File: src/rtl/sram_access_ctrl.sv
// sram_access_ctrl
//   Sequences one SRAM row access at a time: bitline precharge, then wordline
//   assertion (with write drive on writes), then sense (reads only), then a
//   one-cycle response pulse. Sits directly upstream of the write driver,
//   the wordline array and the sense amps.
//
// Ports
//   clk          in   clock, rising edge
//   rst          in   asynchronous reset, active-high
//   req_valid    in   request present
//   req_ready    out  request accepted when high (IDLE only, low while rst)
//   req_we       in   1 = write, 0 = read
//   req_addr     in   row address (ADDR_W)
//   req_wdata    in   write data (COLS)
//   rsp_valid    out  one-cycle pulse: access complete
//   rsp_rdata    out  read data, valid with rsp_valid on reads; held otherwise
//   precharge_en out  bitline precharge enable
//   wl_sel       out  one-hot wordline enables (ROWS)
//   wd_en        out  write-driver enable
//   data_in      out  write data towards the write driver
//   sa_en        out  sense-amp enable
//   sa_out       in   sense-amp outputs (COLS)
module sram_access_ctrl #(
  parameter int COLS    = 8,
  parameter int ROWS    = 16,
  parameter int ADDR_W  = $clog2(ROWS),
  parameter int PRE_CYC = 1,
  parameter int WL_CYC  = 2,
  parameter int SA_CYC  = 1
) (
  input  logic              clk,
  input  logic              rst,
  input  logic              req_valid,
  output logic              req_ready,
  input  logic              req_we,
  input  logic [ADDR_W-1:0] req_addr,
  input  logic [COLS-1:0]   req_wdata,
  output logic              rsp_valid,
  output logic [COLS-1:0]   rsp_rdata,
  output logic              precharge_en,
  output logic [ROWS-1:0]   wl_sel,
  output logic              wd_en,
  output logic [COLS-1:0]   data_in,
  output logic              sa_en,
  input  logic [COLS-1:0]   sa_out
);

  generate
    if (PRE_CYC < 1) begin : g_bad_pre
      $error("sram_access_ctrl: PRE_CYC must be >= 1");
    end
    if (WL_CYC < 1) begin : g_bad_wl
      $error("sram_access_ctrl: WL_CYC must be >= 1");
    end
    if (SA_CYC < 1) begin : g_bad_sa
      $error("sram_access_ctrl: SA_CYC must be >= 1");
    end
  endgenerate

  localparam int MAX_CYC = (PRE_CYC > WL_CYC) ? ((PRE_CYC > SA_CYC) ? PRE_CYC : SA_CYC)
                                              : ((WL_CYC > SA_CYC) ? WL_CYC : SA_CYC);
  // The counter only ever holds (cycles - 1), so clog2(MAX_CYC) bits suffice.
  localparam int CNT_W = (MAX_CYC > 1) ? $clog2(MAX_CYC) : 1;

  localparam logic [CNT_W-1:0]  PRE_LD    = CNT_W'(PRE_CYC - 1);
  localparam logic [CNT_W-1:0]  WL_LD     = CNT_W'(WL_CYC - 1);
  localparam logic [CNT_W-1:0]  SA_LD     = CNT_W'(SA_CYC - 1);
  // One extra bit so ROWS itself is representable when ROWS is a power of two.
  localparam logic [ADDR_W:0]   ROW_LIMIT = (ADDR_W + 1)'(ROWS);
  localparam logic [ROWS-1:0]   WL_ONE    = ROWS'(1);

  typedef enum logic [2:0] {
    S_IDLE,
    S_PRE,
    S_ACT,
    S_SENSE,
    S_DONE
  } state_e;

  state_e            state_q, state_d;
  logic [CNT_W-1:0]  cnt_q, cnt_d;
  logic              we_q, we_d;
  logic [ADDR_W-1:0] addr_q, addr_d;
  logic [COLS-1:0]   data_in_q, data_in_d;
  logic [COLS-1:0]   rdata_q, rdata_d;
  logic              in_range;

  assign in_range = ({1'b0, addr_q} < ROW_LIMIT);

  always_ff @(posedge clk or posedge rst) begin
    if (rst) begin
      state_q   <= S_IDLE;
      cnt_q     <= '0;
      we_q      <= 1'b0;
      addr_q    <= '0;
      data_in_q <= '0;
      rdata_q   <= '0;
    end else begin
      state_q   <= state_d;
      cnt_q     <= cnt_d;
      we_q      <= we_d;
      addr_q    <= addr_d;
      data_in_q <= data_in_d;
      rdata_q   <= rdata_d;
    end
  end

  always_comb begin
    state_d   = state_q;
    cnt_d     = cnt_q;
    we_d      = we_q;
    addr_d    = addr_q;
    data_in_d = data_in_q;
    rdata_d   = rdata_q;
    unique case (state_q)
      S_IDLE: begin
        if (req_valid && req_ready) begin
          state_d = S_PRE;
          cnt_d   = PRE_LD;
          we_d    = req_we;
          addr_d  = req_addr;
          // data_in tracks the last accepted write; reads leave it alone.
          if (req_we) data_in_d = req_wdata;
        end
      end
      S_PRE: begin
        if (cnt_q == '0) begin
          state_d = S_ACT;
          cnt_d   = WL_LD;
        end else begin
          cnt_d = cnt_q - CNT_W'(1);
        end
      end
      S_ACT: begin
        if (cnt_q == '0) begin
          state_d = we_q ? S_DONE : S_SENSE;
          cnt_d   = we_q ? '0 : SA_LD;
        end else begin
          cnt_d = cnt_q - CNT_W'(1);
        end
      end
      S_SENSE: begin
        if (cnt_q == '0) begin
          state_d = S_DONE;
          cnt_d   = '0;
          // No wordline was driven for an out-of-range row, so the sense
          // amps carry nothing meaningful; return zero instead.
          rdata_d = in_range ? sa_out : '0;
        end else begin
          cnt_d = cnt_q - CNT_W'(1);
        end
      end
      S_DONE: begin
        state_d = S_IDLE;
        cnt_d   = '0;
      end
      default: begin
        state_d = S_IDLE;
        cnt_d   = '0;
      end
    endcase
  end

  // All array-facing controls decode from registered state only.
  assign req_ready    = (state_q == S_IDLE) && !rst;
  assign precharge_en = (state_q == S_IDLE) || (state_q == S_PRE);
  assign wl_sel       = (((state_q == S_ACT) || (state_q == S_SENSE)) && in_range)
                        ? (WL_ONE << addr_q) : '0;
  assign wd_en        = (state_q == S_ACT) && we_q && in_range;
  assign sa_en        = (state_q == S_SENSE);
  assign rsp_valid    = (state_q == S_DONE);
  assign rsp_rdata    = rdata_q;
  assign data_in      = data_in_q;

endmodule

File: config.mk
export PLATFORM = sky130hd
export DESIGN_NAME = sram_access_ctrl
export DESIGN_NICKNAME = d
export VERILOG_FILES = /design/src/rtl/sram_access_ctrl.sv
export SDC_FILE = /design/constraint.sdc
export NUM_CORES = 1
export LEC_CHECK = 0
export BUFFER_PORTS_ARGS = -buffer_cell sky130_fd_sc_hd__buf_2
export CAP_MARGIN = 20
export CORE_MARGIN = 1.5
export CORE_UTILIZATION = 44
export DETAILED_ROUTE_END_ITERATION = 10
export PLACE_DENSITY = 0.75
export SLEW_MARGIN = 25
export SYNTH_ARGS = -nofsm -noshare
export SYNTH_HDL_FRONTEND = slang
export SYNTH_SLANG_ARGS = --single-unit
File: constraint.sdc
create_clock -name clk -period 1.8 [get_ports clk]
set_input_delay 0.36 -clock clk [delete_from_list [all_inputs] [get_ports clk]]
set_output_delay 0.36 -clock clk [all_outputs]
set_load 0.03 [all_outputs]
==> metrics.yaml, run 1 <==
finish:
  syn2layout_area_growth_pct: 40.6
  fill_cells: 213
  stdcell_count: 192
  drive_gt1_share_pct: 64.2
  diodes: 0
  final-seq-area_um2: 628
  multi_input_area_um2: 548
  nets: 187
drt:
  ant_nets: 0
  first_pass_iters: 2
  avgViaCountPerCell: 4.97
  route.vias.total: 954
  drcViolationCount: 0
  wl_per_cell_um: 11.9
  wl_um: 2280
  drtIter0Drc: 5
outcome:
  violations: "setup timing"
  status: "finished, violations left"
synthesis:
  synth_fp_nets: 120
  yosys_warnings: 0
  yosysUniqueCellTypes: 24
  yosysSeqAreaShare_pct: 54.1
  ys_ff_latch: 25
  syn_area_per_cell_um2: 12.0
  syn_inst: 96
  syn-cell-area_mm2: 0.00116
setup_path:
  crit_arrival_ps: 1550
  path_class: "flop to output port"
  reg2reg_slack_ps: 100
  cp_max_fo: 4
  critPathRequiredTime_ps: 1440
  ff2ff_path_depth: 4
  cp-end-kind: "output port"
  r2r_end: "data_in[4]"
  critical_path.endpoint: "wl_sel[0]"
  startpoint: "state_q[2]"
  r2r-start: "state_q[2]"
  start_kind: "flop"
clock_tree:
  cts_tree: "done"
  numCtsBuffers: 3
  clk_pin_slew_ps: 120
  clock_latency_ps: 310
  cts.sinks: 25
  htree_levels: 1
  clockBufferDepth: 2
  cts_root_buf: "clkbuf_4"
global_routing:
  grt_first_pass_wirelength_um: 3440
  grt_pass1_vias: 815
  track_usage_pct: 16.4
  grt-ovfl-total: 0
  grt_max_degree: 26
  antenna_found_initial: 0
floorplanning:
  ios: 61
  die_w_um: 54.3
  rows: 18
  fp.dieH_um: 54.3
  core-area_mm2: 0.00248
  dieArea_mm2: 0.00294
  start_util_pct: 46.7
placed_design:
  io_buffers: 60
  place_congestion: 0.720
  dpl_worst_slack_ps: 71.2
  place_hpwl_um: 1780
  dp.cells: 186
pwr:
  seq_power_share_pct: 36.6
  clkPwrFrac_pct: 8.1
  pwr_density_cell_mw_per_mm2: 1830
  internal_power_uw: 1600
  vdd_drop_max_mv: 1.32
  swShare_pct: 46.2
  p_leak_uw: 0.000795
  power_frac_comb_pct: 55.4
  p_switching_uw: 1370
hold_path:
  hp-class: "input pin to asynchronous set/reset pin"
sta:
  min_period_over_period_pct: 106
  setup_slack_ps: -107
  drv_slew: 0
  setup_violations: 12
  fmax_mhz: 524
  grt_setup_unrepaired: "yes"
  slew_headroom_pct: 75.0
  finalCriticalPeriod_ps: 1910
  hold_viol: 0
  finClkSkew_ps: 2.79
  tightest_slew_ps: 375
flow_run:
  cap_viol_max_count: 0
## final cells by class
cell class,instances,share of cell area [%]
flip-flops and latches,25,38.6
repair buffers,65,23.2
clock buffers,4,1.62
well taps,30,2.31
inverters,2,0.462
multi-input cells,66,33.7
## critical path, cell delays in order, from the launching register on
cell and delay (ps):
dfrtp_2 450, nand2b_4 150, or3_4 360, nor3_2 110, buf_4 180
## stage by stage
step,hold slack [ps],power [µW],TNS (ps),area [µm²],utilization [%]
2_1_floorplan,396,2220,-134,1180,-
3_3_place_gp,485,2570,0,1510,60.8
3_5_place_dp,491,2620,0,1510,60.8
4_1_cts,134,2960,-716,1600,64.5
5_1_grt,175,3150,-1560,1630,65.6
6_report,136,2970,-584,1630,65.6
## per-layer routing
metal | part of all wire, % | global-route usage, %
met1 | 43 | 19.4
met2 | 48 | 29.3
met3 | 7.4 | 2.46
met4 | 1.3 | 7.50
met5 | 0 | 0
## cells by family (layout without fill, tap and decap cells)
group | Yosys count | after routing | share of synthesized area (%)
AOI/OAI and AO/OA | 5 | 5 | 3.36
DFF | 25 | 25 | 54.1
buffers and inverters | 5 | 71 | 3.25
muxes | 21 | 21 | 20.3
and+or+nand+nor | 40 | 40 | 18.9
## flip-flops by register name, summed over array words and instances, names as in the netlist
register,flops
data_in,8
addr_q,4
cnt_q,1
rsp_rdata,8
state_q,3
we_q,1
## Yosys cell counts
cell type  instances  area share, %
nand2_1            2           0.65
or3_1              1           0.54
nor3_1             5            2.2
a211o_1            1           0.76
nand3b_1           2            1.3
and3_1             1           0.54
buf_4              1           0.65
nand3_1            1           0.43
a211oi_1           1           0.65
a21boi_0           1           0.65
mux2_2            20             19
dfrtp_1           25             54
o21bai_1           1           0.65
a21o_1             1           0.65
nor4_4             1            1.8
buf_6              2            1.9
nor2b_1            2            1.1
mux2i_1            1           0.87
nor2_2             1           0.54
nor2_1            16            5.2
and2_1             1           0.54
nand2b_1           4            2.2
inv_1              2           0.65
nor3b_1            3            1.9
## cells in the final DEF, fill, tap and decap left out, types with 2 or more instances in the layout
| master | Yosys | routed |
|---|---|---|
| dfrtp_1 | 25 | 23 |
| nor2_2 | 1 | 3 |
| nand3b_1 | 2 | 2 |
| nand2b_1 | 4 | 3 |
| mux2_2 | 20 | 20 |
| nand2_1 | 2 | 2 |
| inv_1 | 2 | 2 |
| nor3b_1 | 3 | 2 |
| nor2_1 | 16 | 14 |
| clkbuf_4 | 0 | 6 |
| buf_2 | 0 | 47 |
| dfrtp_2 | 0 | 2 |
| buf_6 | 2 | 2 |
| buf_4 | 1 | 13 |
| nor3_2 | 0 | 4 |
## worst min-delay path by stage
stage | start | cells past startpoint | end | slack (ps)
after floorplan | rst | 1 | addr_q[0] | 400
after global placement | rsp_rdata[1] | 1 | rsp_rdata[1] | 480
after detailed placement | rst | 3 | data_in[7] | 490
after CTS | rst | 3 | data_in[7] | 130
after global routing | rst | 3 | addr_q[2] | 170
final | rst | 3 | data_in[7] | 140
## power by group through the flow
stage               registers (µW)  logic [µW]  clock network (µW)
floorplan                     1400         814                   0
global placement              1090        1480                   0
detailed placement            1110        1510                   0
CTS                           1090        1630                 250
global route                  1130        1760                 259
finish                        1090        1640                 239
## what timing repair did
item / CTS / global route
hold buffers: 0 / 0
setup buffers: 2 / 0
pin swaps: 2 / 2
endpoints found under the setup margin: 17 / 19
resized for setup: 17 / 10
Note: power is estimated with default switching activity, not from simulation.
==> run 2: changes to the inputs <==
--- a/config.mk
+++ b/config.mk
@@ -8,9 +8,9 @@
 export BUFFER_PORTS_ARGS = -buffer_cell sky130_fd_sc_hd__buf_2
 export CAP_MARGIN = 20
 export CORE_MARGIN = 1.5
-export CORE_UTILIZATION = 44
+export CORE_UTILIZATION = 47
 export DETAILED_ROUTE_END_ITERATION = 10
-export PLACE_DENSITY = 0.75
+export PLACE_DENSITY = 0.8
 export SLEW_MARGIN = 25
 export SYNTH_ARGS = -nofsm -noshare
 export SYNTH_HDL_FRONTEND = slang
==> constraint.sdc (replaced) <==
create_clock -name clk -period 2.5 [get_ports clk]
set_input_delay 0.5 -clock clk [delete_from_list [all_inputs] [get_ports clk]]
set_output_delay 0.5 -clock clk [all_outputs]
set_load 0.03 [all_outputs]
==> run 2 against run 1 <==
The run now ends clean; flip-flop and latch count unchanged; worst setup slack gained 300 ps; wire length rose by 4.8%; clock-buffer cell count stayed put; sequential share of layout area up 3.2 points; sequential power down 28%; worst hold slack gained 160 ps; critical path type unchanged.
==> metrics.yaml, run 2 (synthesis gave the netlist of run 1 again) <==
outcome:
  status: "completed"  # was finished, violations left
clock_tree:
  numCtsBuffers: 3  # unchanged
  ctsHoldBuffers: 0  # unchanged
  cts.sinks: 25  # unchanged
  htree_levels: 1  # unchanged
  cts_root_buf: "clkbuf_4"  # unchanged
  clockBufferDepth: 2  # unchanged
  cts_tree: "done"  # unchanged
  clock_latency_ps: 310  # about the same
  cts_setup_buffers: 0  # was 2
  clk_pin_slew_ps: 120  # about the same
  cts_resized: 0  # was 17
finish:
  final_common_cell: "buf_2"  # unchanged
  syn2layout_area_growth_pct: 29.3  # was 40.6%
  utilization_pct: 65.7  # was 65.6%
  layout_common_cells: "60 x buf_2, 25 x dfrtp_1, 20 x mux2_2, 16 x nor2_1, 5 x nor3_1"  # was 47 x buf_2, 23 x dfrtp_1, 20 x mux2_2, 14 x nor2_1, 13 x buf_4
  diodes: 0  # unchanged
  drive_gt1_share_pct: 54.4  # was 64.2%
  nets: 183  # was 187
placed_design:
  place_hpwl_um: 1900  # was 1780 µm
  io_buffers: 60  # unchanged
  place_congestion: 0.787  # was 0.720
global_routing:
  grt_pass1_vias: 892  # was 815
  grt-ovfl-total: 0  # unchanged
  grt_first_pass_wirelength_um: 3840  # was 3440 µm
  track_usage_pct: 19.4  # was 16.4%
  antenna_found_initial: 0  # unchanged
  grt_max_degree: 26  # unchanged
sta:
  fmax_mhz: 434
  setup_tns_ps: 0  # was -584 ps
  tightest_slew_ps: 408  # was 375 ps
  grt_setup_unrepaired: "no"  # was yes
  hold_viol: 0  # unchanged
  finalCriticalPeriod_ps: 2300
  setup_violations: 0  # was 12
  min_period_over_period_pct: 92.1
  slew_headroom_pct: 72.8  # was 75.0%
  finClkSkew_ps: 0.544  # was 2.79 ps
  drv_slew: 0  # unchanged
floorplanning:
  fp.dieH_um: 52.6  # was 54.3 µm
  dieArea_mm2: 0.00277  # was 0.00294 mm²
  rows: 17  # was 18
  core-area_mm2: 0.00228  # was 0.00248 mm²
  die_w_um: 52.6  # was 54.3 µm
  ios: 61  # unchanged
  start_util_pct: 50.8  # was 46.7%
setup_path:
  start_kind: "flop"  # unchanged
  cp_max_fo: 8  # was 4
  crit_arrival_ps: 1800  # was 1550 ps
  reg2reg_slack_ps: 700  # was 100 ps
  path_class: "flop to output port"  # unchanged
  ff2ff_path_depth: 3  # was 4
  cp-end-kind: "output port"  # unchanged
  critPathRequiredTime_ps: 2000  # was 1440 ps
drt:
  avgViaCountPerCell: 5.07  # was 4.97
  route.vias.total: 943  # was 954
  drtIter0Drc: 3  # was 5
  drcViolationCount: 0  # unchanged
  first_pass_iters: 4  # was 2
  wl_per_cell_um: 12.9  # was 11.9 µm
  wl_um: 2390  # was 2280 µm
  ant_nets: 0  # unchanged
pwr:
  p_leak_uw: 0.000767  # was 0.000795 µW
  pwr_density_cell_mw_per_mm2: 1350  # was 1830 mW/mm²
  vdd_drop_max_mv: 0.898  # was 1.32 mV
flow_run:
  cap_viol_max_count: 0  # unchanged
hold_path:
  hp-class: "input pin to asynchronous set/reset pin"  # unchanged
==> run 2: cell types whose count changed in the layout (fill, tap and decap cells not counted), sizes merged <==
cell	delta
clkbuf	-3
buf	-1
==> run 2: routing by layer <==
metal / routed length [µm] / share of wire [%] / global-route usage [%]
met5: 0 / 0 / 0
met3: 161 / 6.7 / 3.14
met2: 1150 / 48 / 33.3
met4: 44 / 1.8 / 10.3
met1: 1040 / 43 / 23.0
==> run 2: metrics by stage <==
stage | hold slack, ps | power [µW] | std cells | setup WS [ps] | area, µm²
CTS | 292 | 2030 | 186 | 200 | 1500
finish | 292 | 2010 | 186 | 197 | 1500
global route | 323 | 2130 | 186 | 83.3 | 1500
global placement | 485 | 1810 | 182 | 604 | 1470
floorplan | 487 | 1580 | 96 | 332 | 1160
detailed placement | 490 | 1850 | 182 | 572 | 1470
==> run 2: layout make-up <==
class / count / area, µm²
flip-flops and latches: 25 / 626
clock buffers: 4 / 26.3
well taps: 28 / 35.0
inverters: 2 / 7.51
fillers: 181 / 781
multi-input cells: 66 / 493
repair buffers: 61 / 308
==> run 2: worst paths after layout <==
kind	startpoint	end
min in group clk	req_addr[2]	addr_q[2]
max in group asynchronous	rst	data_in[0]
min reg2reg	rsp_rdata[6]	rsp_rdata[6]
min	rst	state_q[1]
max	state_q[1]	wl_sel[0]
max reg2reg	state_q[0]	data_in[3]
==> run 2: where the power goes <==
group	leakage [µW]	switching, µW	total [µW]	internal [µW]
Clock	0.0000150	113	175	62.4
Combinational	0.000449	660	1060	396
Sequential	0.000304	180	783	603
Total	0.000767	953	2010	1060
==> run 2: critical path, cell delays in order, from the launching register on <==
cell	delay [ps]
dfrtp_1	540
nand2b_1	170
or3_1	400
nor3_1	160
buf_2	220
